$ cat src/rtl/strobe_arbiter_pkg.sv
// ---------------------------------------------------------------------------
// strobe_arbiter_pkg
// Shared definitions for the strobe arbiter and its round-robin picker:
//   - state_t     : FSM state encoding (IDLE / ISSUE / HOLD)
//   - clog2()     : constant ceil(log2(n)) used for index and counter widths
//   - params_ok() : legality check for NREQ / GAP, evaluated at elaboration
// No ports (package).
// ---------------------------------------------------------------------------
package strobe_arbiter_pkg;

    typedef enum logic [1:0] {
        ST_IDLE  = 2'd0,
        ST_ISSUE = 2'd1,
        ST_HOLD  = 2'd2
    } state_t;

    // ceil(log2(n)); returns 0 for n <= 1.
    function automatic int clog2(input int n);
        int r;
        r = 0;
        for (int i = 0; i < 31; i++) begin
            if ((1 << i) < n) begin
                r = i + 1;
            end
        end
        return r;
    endfunction

    // At least two requesters, and at least two cycles between strobes so the
    // destination toggle synchroniser always sees a settled level.
    function automatic bit params_ok(input int nreq, input int gap);
        return (nreq >= 2) && (gap >= 2);
    endfunction

endpackage

$ cat src/rtl/strobe_arbiter_rr_pick.sv
// ---------------------------------------------------------------------------
// rr_pick
// Combinational round-robin picker. Searches req starting one position after
// 'last', wrapping, and returns the first set bit.
// Ports:
//   req   [NREQ] in  : request vector
//   last  [IDW]  in  : index granted most recently
//   valid        out : any request present
//   idx   [IDW]  out : chosen index (0 when valid is low)
// ---------------------------------------------------------------------------
module rr_pick
    import strobe_arbiter_pkg::*;
#(
    parameter int NREQ = 4,
    parameter int IDW  = clog2(NREQ)
) (
    input  logic [NREQ-1:0] req,
    input  logic [IDW-1:0]  last,
    output logic            valid,
    output logic [IDW-1:0]  idx
);

    // Candidate gi is the requester at distance gi+1 from 'last'.
    logic [IDW-1:0]  w_cand [NREQ];
    logic [NREQ-1:0] w_hit;

    genvar gi;
    generate
        for (gi = 0; gi < NREQ; gi++) begin : g_cand
            assign w_cand[gi] = IDW'((int'(last) + gi + 1) % NREQ);
            assign w_hit[gi]  = req[w_cand[gi]];
        end
    endgenerate

    // Walk from the farthest candidate to the nearest so the nearest hit wins.
    always_comb begin
        valid = |req;
        idx   = '0;
        for (int k = NREQ - 1; k >= 0; k--) begin
            if (w_hit[k]) begin
                idx = w_cand[k];
            end
        end
    end

endmodule

$ cat src/rtl/strobe_arbiter.sv
// ---------------------------------------------------------------------------
// strobe_arbiter
// Shares one strobe clock-crossing channel between NREQ requesters. Picks a
// requester round-robin, issues a one-cycle strobe with registered
// {src index, payload}, then holds off so consecutive strobes are at least
// GAP cycles apart.
// Ports:
//   clk          in  : clock
//   reset_n      in  : synchronous active-low reset
//   enable       in  : allows new arbitration (sampled in IDLE only)
//   req      [NREQ]  in  : request levels, held with stable data until ack
//   req_data [NREQ*WIDTH] in : payload i at [i*WIDTH +: WIDTH]
//   ack      [NREQ]  out : one-hot, one-cycle grant pulse
//   strobe_out       out : one-cycle pulse to the crossing
//   data_out [IDW+WIDTH] out : {src index, payload}, held until next issue
//   busy             out : high in ISSUE and HOLD
// ---------------------------------------------------------------------------
module strobe_arbiter
    import strobe_arbiter_pkg::*;
#(
    parameter  int NREQ  = 4,
    parameter  int WIDTH = 8,
    parameter  int GAP   = 4,
    localparam int IDW   = clog2(NREQ)
) (
    input  logic                  clk,
    input  logic                  reset_n,
    input  logic                  enable,
    input  logic [NREQ-1:0]       req,
    input  logic [NREQ*WIDTH-1:0] req_data,
    output logic [NREQ-1:0]       ack,
    output logic                  strobe_out,
    output logic [IDW+WIDTH-1:0]  data_out,
    output logic                  busy
);

    localparam int CW = clog2(GAP);

    generate
        if (!params_ok(NREQ, GAP)) begin : g_param_check
            $error("strobe_arbiter: requires NREQ >= 2 and GAP >= 2");
        end
    endgenerate

    state_t               r_state, w_state_next;
    logic [CW-1:0]        r_hold_cnt, w_hold_next;
    logic [IDW-1:0]       r_last_grant, w_last_next;
    logic                 r_arm;
    logic                 w_arb;
    logic                 w_pick_valid;
    logic [IDW-1:0]       w_pick_idx;

    logic                 r_strobe, w_strobe_next;
    logic                 r_busy, w_busy_next;
    logic [NREQ-1:0]      r_ack, w_ack_next;
    logic [IDW+WIDTH-1:0] r_data_out, w_data_next;

    rr_pick #(
        .NREQ (NREQ),
        .IDW  (IDW)
    ) u_pick (
        .req   (req),
        .last  (r_last_grant),
        .valid (w_pick_valid),
        .idx   (w_pick_idx)
    );

    // State register plus all registered outputs.
    // r_arm blocks arbitration in the first cycle after reset release, so a
    // reset that abandons a holdoff still leaves two cycles before the next
    // strobe.
    always_ff @(posedge clk) begin
        if (!reset_n) begin
            r_state      <= ST_IDLE;
            r_hold_cnt   <= '0;
            r_last_grant <= IDW'(NREQ - 1);
            r_arm        <= 1'b0;
            r_strobe     <= 1'b0;
            r_busy       <= 1'b0;
            r_ack        <= '0;
            r_data_out   <= '0;
        end else begin
            r_state      <= w_state_next;
            r_hold_cnt   <= w_hold_next;
            r_last_grant <= w_last_next;
            r_arm        <= 1'b1;
            r_strobe     <= w_strobe_next;
            r_busy       <= w_busy_next;
            r_ack        <= w_ack_next;
            r_data_out   <= w_data_next;
        end
    end

    // Next-state logic. HOLD lasts GAP-2 cycles: together with the ISSUE
    // cycle and the IDLE arbitration cycle that gives exactly GAP cycles
    // between strobes under continuous requests.
    always_comb begin
        w_state_next = r_state;
        w_hold_next  = r_hold_cnt;
        w_arb        = 1'b0;
        case (r_state)
            ST_IDLE: begin
                if (r_arm && enable && w_pick_valid) begin
                    w_state_next = ST_ISSUE;
                    w_arb        = 1'b1;
                end
            end
            ST_ISSUE: begin
                if (GAP > 2) begin
                    w_state_next = ST_HOLD;
                    w_hold_next  = CW'(GAP - 2);
                end else begin
                    w_state_next = ST_IDLE;
                end
            end
            ST_HOLD: begin
                w_hold_next = r_hold_cnt - CW'(1);
                if (r_hold_cnt <= CW'(1)) begin
                    w_state_next = ST_IDLE;
                end
            end
            default: begin
                w_state_next = ST_IDLE;
            end
        endcase
    end

    // Output logic, decoded from the next state so every output is a flop.
    // The grant (index, payload) is captured at the arbitration edge only.
    always_comb begin
        w_strobe_next = (w_state_next == ST_ISSUE);
        w_busy_next   = (w_state_next != ST_IDLE);
        w_ack_next    = '0;
        w_data_next   = r_data_out;
        w_last_next   = r_last_grant;
        if (w_arb) begin
            w_ack_next[w_pick_idx] = 1'b1;
            w_data_next = {w_pick_idx, req_data[int'(w_pick_idx) * WIDTH +: WIDTH]};
            w_last_next = w_pick_idx;
        end
    end

    assign strobe_out = r_strobe;
    assign busy       = r_busy;
    assign ack        = r_ack;
    assign data_out   = r_data_out;

endmodule

$ cat config.mk
export PLATFORM = sky130hd
export DESIGN_NAME = strobe_arbiter
export DESIGN_NICKNAME = d
export VERILOG_FILES = /design/src/rtl/strobe_arbiter_pkg.sv /design/src/rtl/strobe_arbiter_rr_pick.sv /design/src/rtl/strobe_arbiter.sv
export SDC_FILE = /design/constraint.sdc
export NUM_CORES = 1
export LEC_CHECK = 0
export CAP_MARGIN = 20
export CORE_MARGIN = 4
export CORE_UTILIZATION = 42
export CTS_CLUSTER_DIAMETER = 40
export DETAILED_ROUTE_END_ITERATION = 10
export GPL_ROUTABILITY_DRIVEN = 0
export PLACE_DENSITY = 0.8
export SYNTH_ARGS = -nofsm -noshare
export SYNTH_HDL_FRONTEND = slang
export SYNTH_SLANG_ARGS = --single-unit
export TNS_END_PERCENT = 30
$ cat constraint.sdc
create_clock -name clk -period 1.8 [get_ports clk]
set_input_delay 0.27 -clock clk [delete_from_list [all_inputs] [get_ports clk]]
set_output_delay 0.27 -clock clk [all_outputs]
set_load 0.05 [all_outputs]
Yosys cells after proc, flatten, opt, wreduce, memory -nomap -nowiden
Cells that the tools add are included.
{"block": "totals", "ff_bits": 23, "input_bits": 39, "output_inout_bits": 16, "wordCells": 55}
{"block": "op_classes", "n_mux": 21, "reduce_logical": 8, "n_shift": 1, "eq_ne": 3, "n_addsub": 7, "order_cmp": 7}
{"op": "indexed part select 32 x 6 -> 8 bit", "n": 1}
{"op": "< comparator 2 x 3 -> 1 bit (second input constant)", "n": 5}
{"op": "two-way mux 2 bit", "n": 6}
{"op": "adder 2 bit (second input constant)", "n": 5}
{"op": "binary-select mux 1 bit (select 2 bit)", "n": 4}
{"op": "two-way mux 1 bit", "n": 8}
{"op": "one-hot mux 2 bit (3 select lines)", "n": 1}
{"op": "== test 2 x 1 -> 1 bit (second input constant)", "n": 2}
{"op": "one-hot mux 2 bit (2 select lines)", "n": 1}
{"op": "nonzero test 2 bit", "n": 2}
{"op": "OR reduction 4 bit", "n": 1}
{"op": "logical AND 1 bit", "n": 3}
{"op": "adder 2 x 1 -> 2 bit (second input constant)", "n": 1}
{"op": "demux 1 bit (select 2 bit)", "n": 1}
{"op": "== test 2 bit (second input constant)", "n": 1}
{"op": "greater-or-equal comparator 2 x 1 -> 1 bit (second input constant)", "n": 1}
{"op": "<= comparator 2 x 1 -> 1 bit (second input constant)", "n": 1}
{"op": "zero test 2 bit", "n": 1}
{"op": "AND reduction 2 bit", "n": 1}
{"op": "subtractor 2 x 1 -> 2 bit (second input constant)", "n": 1}

Logic depth before layout (Yosys ltp)
{"block": "depth", "ltp_word": 12, "depth_mapped": 7, "depth_no_buf": 7}

Cells and area by module
From an unflattened synthesis, not the netlist that was laid out.
{"block": "hier_totals", "cells_unflattened": 117, "area_unflattened_um2": 1112.3}
{"module": "strobe_arbiter", "area_per_inst_um2": 1028.5, "cells_per_inst": 103, "seq_area_each_um2": 460.4, "instances": 1}
{"module": "rr_pick", "area_per_inst_um2": 83.8, "cells_per_inst": 14, "seq_area_each_um2": 0.0, "instances": 1}

Least setup slack after synthesis
No wires, ideal clock.
{"block": "synth_path", "kind": "in2reg", "from": "in req[2]", "to": "reg r_data_out[1] (netlist: data_out[1])", "cell_stages": 5, "setup_slack_ps": 242, "arrival_ps": 1426, "setup_time_ps": 132, "cell_sequence": "or4_1 -> and4_4 -> clkbuf_1 -> o21ai_0 -> a211oi_2"}
{"block": "synth_between", "elab_chain_cells": 7}
{"item": "start: declaration", "line_no": "strobe_arbiter.sv:29", "rtl": "input logic [NREQ-1:0] req,"}
{"item": "binary-select mux 1 bit (select 2 bit)", "line_no": "strobe_arbiter_rr_pick.sv:31", "rtl": "assign w_hit[gi] = req[w_cand[gi]];"}
{"item": "two-way mux 1 bit (implied by the code)", "line_no": "strobe_arbiter_rr_pick.sv:31"}
{"item": "two-way mux 2 bit (4 in series)", "line_no": "strobe_arbiter_rr_pick.sv:40", "rtl": "if (w_hit[k]) begin"}
{"item": "indexed part select 32 x 6 -> 8 bit", "line_no": "strobe_arbiter.sv:138", "rtl": "w_data_next = {w_pick_idx, req_data[int'(w_pick_idx) * WIDTH +: WIDTH]};"}
{"item": "end signal: assignment", "line_no": "strobe_arbiter.sv:90", "rtl": "r_data_out <= w_data_next;"}
{"item": "end: declaration", "line_no": "strobe_arbiter.sv:56", "rtl": "logic [IDW+WIDTH-1:0] r_data_out, w_data_next;"}
Several ways; a longest one is shown, not always the timed one. The select of a mux whose other input is x is not followed.
A chain may end at the register's enable or synchronous reset.

Final worst setup path
{"block": "layout_path", "from": "reg r_data_out[4] (netlist: data_out[4])", "to": "out data_out[4]"}
{"item": "end: declaration", "line_no": "strobe_arbiter.sv:33", "rtl": "output logic [IDW+WIDTH-1:0] data_out,"}
No word-level cell between the ends.

==> out/results.ini <==
[timing]
hold_viol_final = 0
timing.final.max_slew_violations = 0
maxSlewHeadroom_pct = 65.4
fmax_mhz = 565
fin_hold_ws_ps = 493
period_needed_ps = 1770
period_share_pct = 98.4
rsz0062_at_grt = false
fin_worst_skew_ps = 8.16
worst_pin_slew_ps = 518
setup_viol = 0
setup_slack_ps = 28.6

[finish]
final_cell_area_mm2 = 0.00196
syn_to_final_growth_pct = 54.2
antenna_cells = 0
nets = 244
finalNonFillerCells = 231
drive_gt1_share_pct = 20.5
fillers = 218
layout_commonest_cell = clkdlybuf4s50_1
final_cell_mix = 51 x clkdlybuf4s50_1, 23 x dfxtp_1, 16 x a211oi_2

[yosys]
netlist-cell-type-count = 33
ys_warn_count = 0
syn_area_mm2 = 0.00127
syn_area_per_cell_um2 = 9.51
syn-num-nets = 177
synth_sequential_area_ratio_pct = 36.1
synthCells = 134
ys_top_cells_by_area = dfxtp_1 36%, a211oi_2 16%, mux2i_1 6.3%, inv_1 4.1%, a31oi_1 3.9%
ys_seq_elements = 23
yosysTopAreaCell = dfxtp_1
synth_top_area_share_pct = 36.1

[clock_tree]
path_clk_slew_ps = 130
htreeDepth = 1
clkLatencyLatePin_ps = 320
cts_tree = yes
cts_resized = 0
hold_buffers = 0
clock-sinks = 23
root_buffer = clkbuf_4
cts_setup_buffers = 0
clk_path_buf_depth = 2
cts_made_buffers = 3

[power]
cellPowerDensity_mw_per_mm2 = 651
ir_drop_mv = 0.363
leakage_nw = 0.828

[drt]
drtAntennaViolNets = 0
drtPass1Iterations = 4
viasPerCell = 5.31
vias = 1227
wire_per_inst_um = 15.0
initialDrtViolationCount = 30
drc = 0
wl_um = 3470

[floorplan]
start_util_pct = 45.0
die_height_um = 63.1
fp.dieArea_mm2 = 0.00398
rows = 19
core_mm2 = 0.00283
die_w_um = 63.1
io_pins = 55

[global_routing]
track_usage_pct = 18.4
first_global_vias = 1223
antenna_found_initial = 0
grt_max_degree = 19
grt_pass1_wl_um = 5860
overflow = 0

[min_path]
min_path_type = reg -> reg

[critical_path]
cp-end-kind = primary output
cp_data_arrival_time_ps = 1500
crit_family = buffers and inverters
slowest_stage = clkdlybuf4s50_1
cp_cell_sequence = clkdlybuf4s50_1
worstSetupStartpointType = register
crit_type = reg -> out
cp_slowest_stage_delay_ps = 810
cp_max_fo = 2
critPathBufInv = 1
required_ps = 1530

[job]
cap_violations = 0

[placement]
dpl-instance-area_mm2 = 0.00193
port_buffers = 54
dp_hpwl_um = 2780
place_inst = 227
place_ws_ps = -278

[status]
status = completed

## cells in the mapped netlist
| master | number |
|---|---|
| ha_1 | 4 |
| a21oi_1 | 3 |
| o21ai_0 | 8 |
| a211oi_2 | 16 |
| o21ai_4 | 2 |
| and2_1 | 1 |
| or4_1 | 1 |
| nand3b_1 | 1 |
| dfxtp_1 | 23 |
| o311a_1 | 1 |
| nand2b_1 | 1 |
| nor2b_1 | 4 |
| and3_1 | 1 |
| or3b_1 | 1 |
| o22ai_1 | 1 |
| nand2_4 | 1 |
| nand4_1 | 1 |
| o211ai_1 | 1 |
| nor2_4 | 1 |
| inv_1 | 14 |
| clkbuf_1 | 2 |
| and4_4 | 1 |
| o21ai_2 | 1 |
| nor3_1 | 2 |
| and3b_1 | 1 |
| a31oi_1 | 8 |
| nor2_1 | 11 |
| nand2_1 | 4 |
| o21ai_1 | 4 |
| mux2i_1 | 8 |
| or2_2 | 1 |
| nand3_1 | 2 |
| buf_6 | 3 |
## report_power, final
| part | switching (mW) | leakage, nW | internal, mW |
|---|---|---|---|
| Clock | 0.163 | 0.0177 | 0.0834 |
| Combinational | 0.249 | 0.622 | 0.219 |
| Sequential | 0.0203 | 0.189 | 0.544 |
| Total | 0.433 | 0.828 | 0.846 |
## stage by stage
stage	util, %	setup TNS, ps	total power, mW
2_1_floorplan	-	0	0.839
3_3_place_gp	68.3	-2770	1.03
3_5_place_dp	68.3	-3630	1.04
4_1_cts	69.3	0	1.29
5_1_grt	69.4	0	1.34
6_report	69.4	0	1.28
## layer usage
metal | global-route usage (%) | up-vias | part of all wire, %
li1 | - | 619 | -
met1 | 23.2 | 558 | 44
met2 | 30.4 | 43 | 48
met3 | 2.66 | 7 | 6.2
met4 | 9.09 | 0 | 2.5
met5 | 0 | - | 0
## state kept, by name (all words and copies together), names as in the netlist
name,count
data_out,10
ack,4
busy,1
strobe_out,1
r_hold_cnt,2
r_last_grant,2
r_arm,1
r_state,2
## final timing paths
check | from | endpoint | slack, ps | depth (start not counted)
max | data_out[4]$_SDFFE_PN0P_ | data_out[4] | 30 | 1
min | data_out[9]$_SDFFE_PN0P_ | data_out[9]$_SDFFE_PN0P_ | 490 | 2
max reg2reg | r_last_grant[0]$_SDFFE_PN1P_ | data_out[5]$_SDFFE_PN0P_ | 250 | 5
min reg2reg | data_out[9]$_SDFFE_PN0P_ | data_out[9]$_SDFFE_PN0P_ | 490 | 2
## cell type report
type / count / area, um^2 / share of cell area [%]
clock inverters: 1 / 5.00 / 0.255
repair buffers: 67 / 666 / 33.9
inverters: 14 / 52.6 / 2.68
multi-input cells: 92 / 719 / 36.6
well taps: 31 / 38.8 / 1.97
flip-flops and latches: 23 / 460 / 23.4
clock buffers: 3 / 22.5 / 1.15
## kinds of logic (layout without fill, tap and decap cells)
family	count (synthesis)	count (layout)	synth area share, %
AND/OR/NAND/NOR	35	35	15.6
multiplexers	8	8	6.29
AO/OA/AOI/OAI	45	45	30.6
buffers and inverters	19	85	7.37
adder cells (fa/ha/maj)	4	4	3.93
flip-flops	23	23	36.1
No activity file was read; power rests on OpenSTA's default activity.
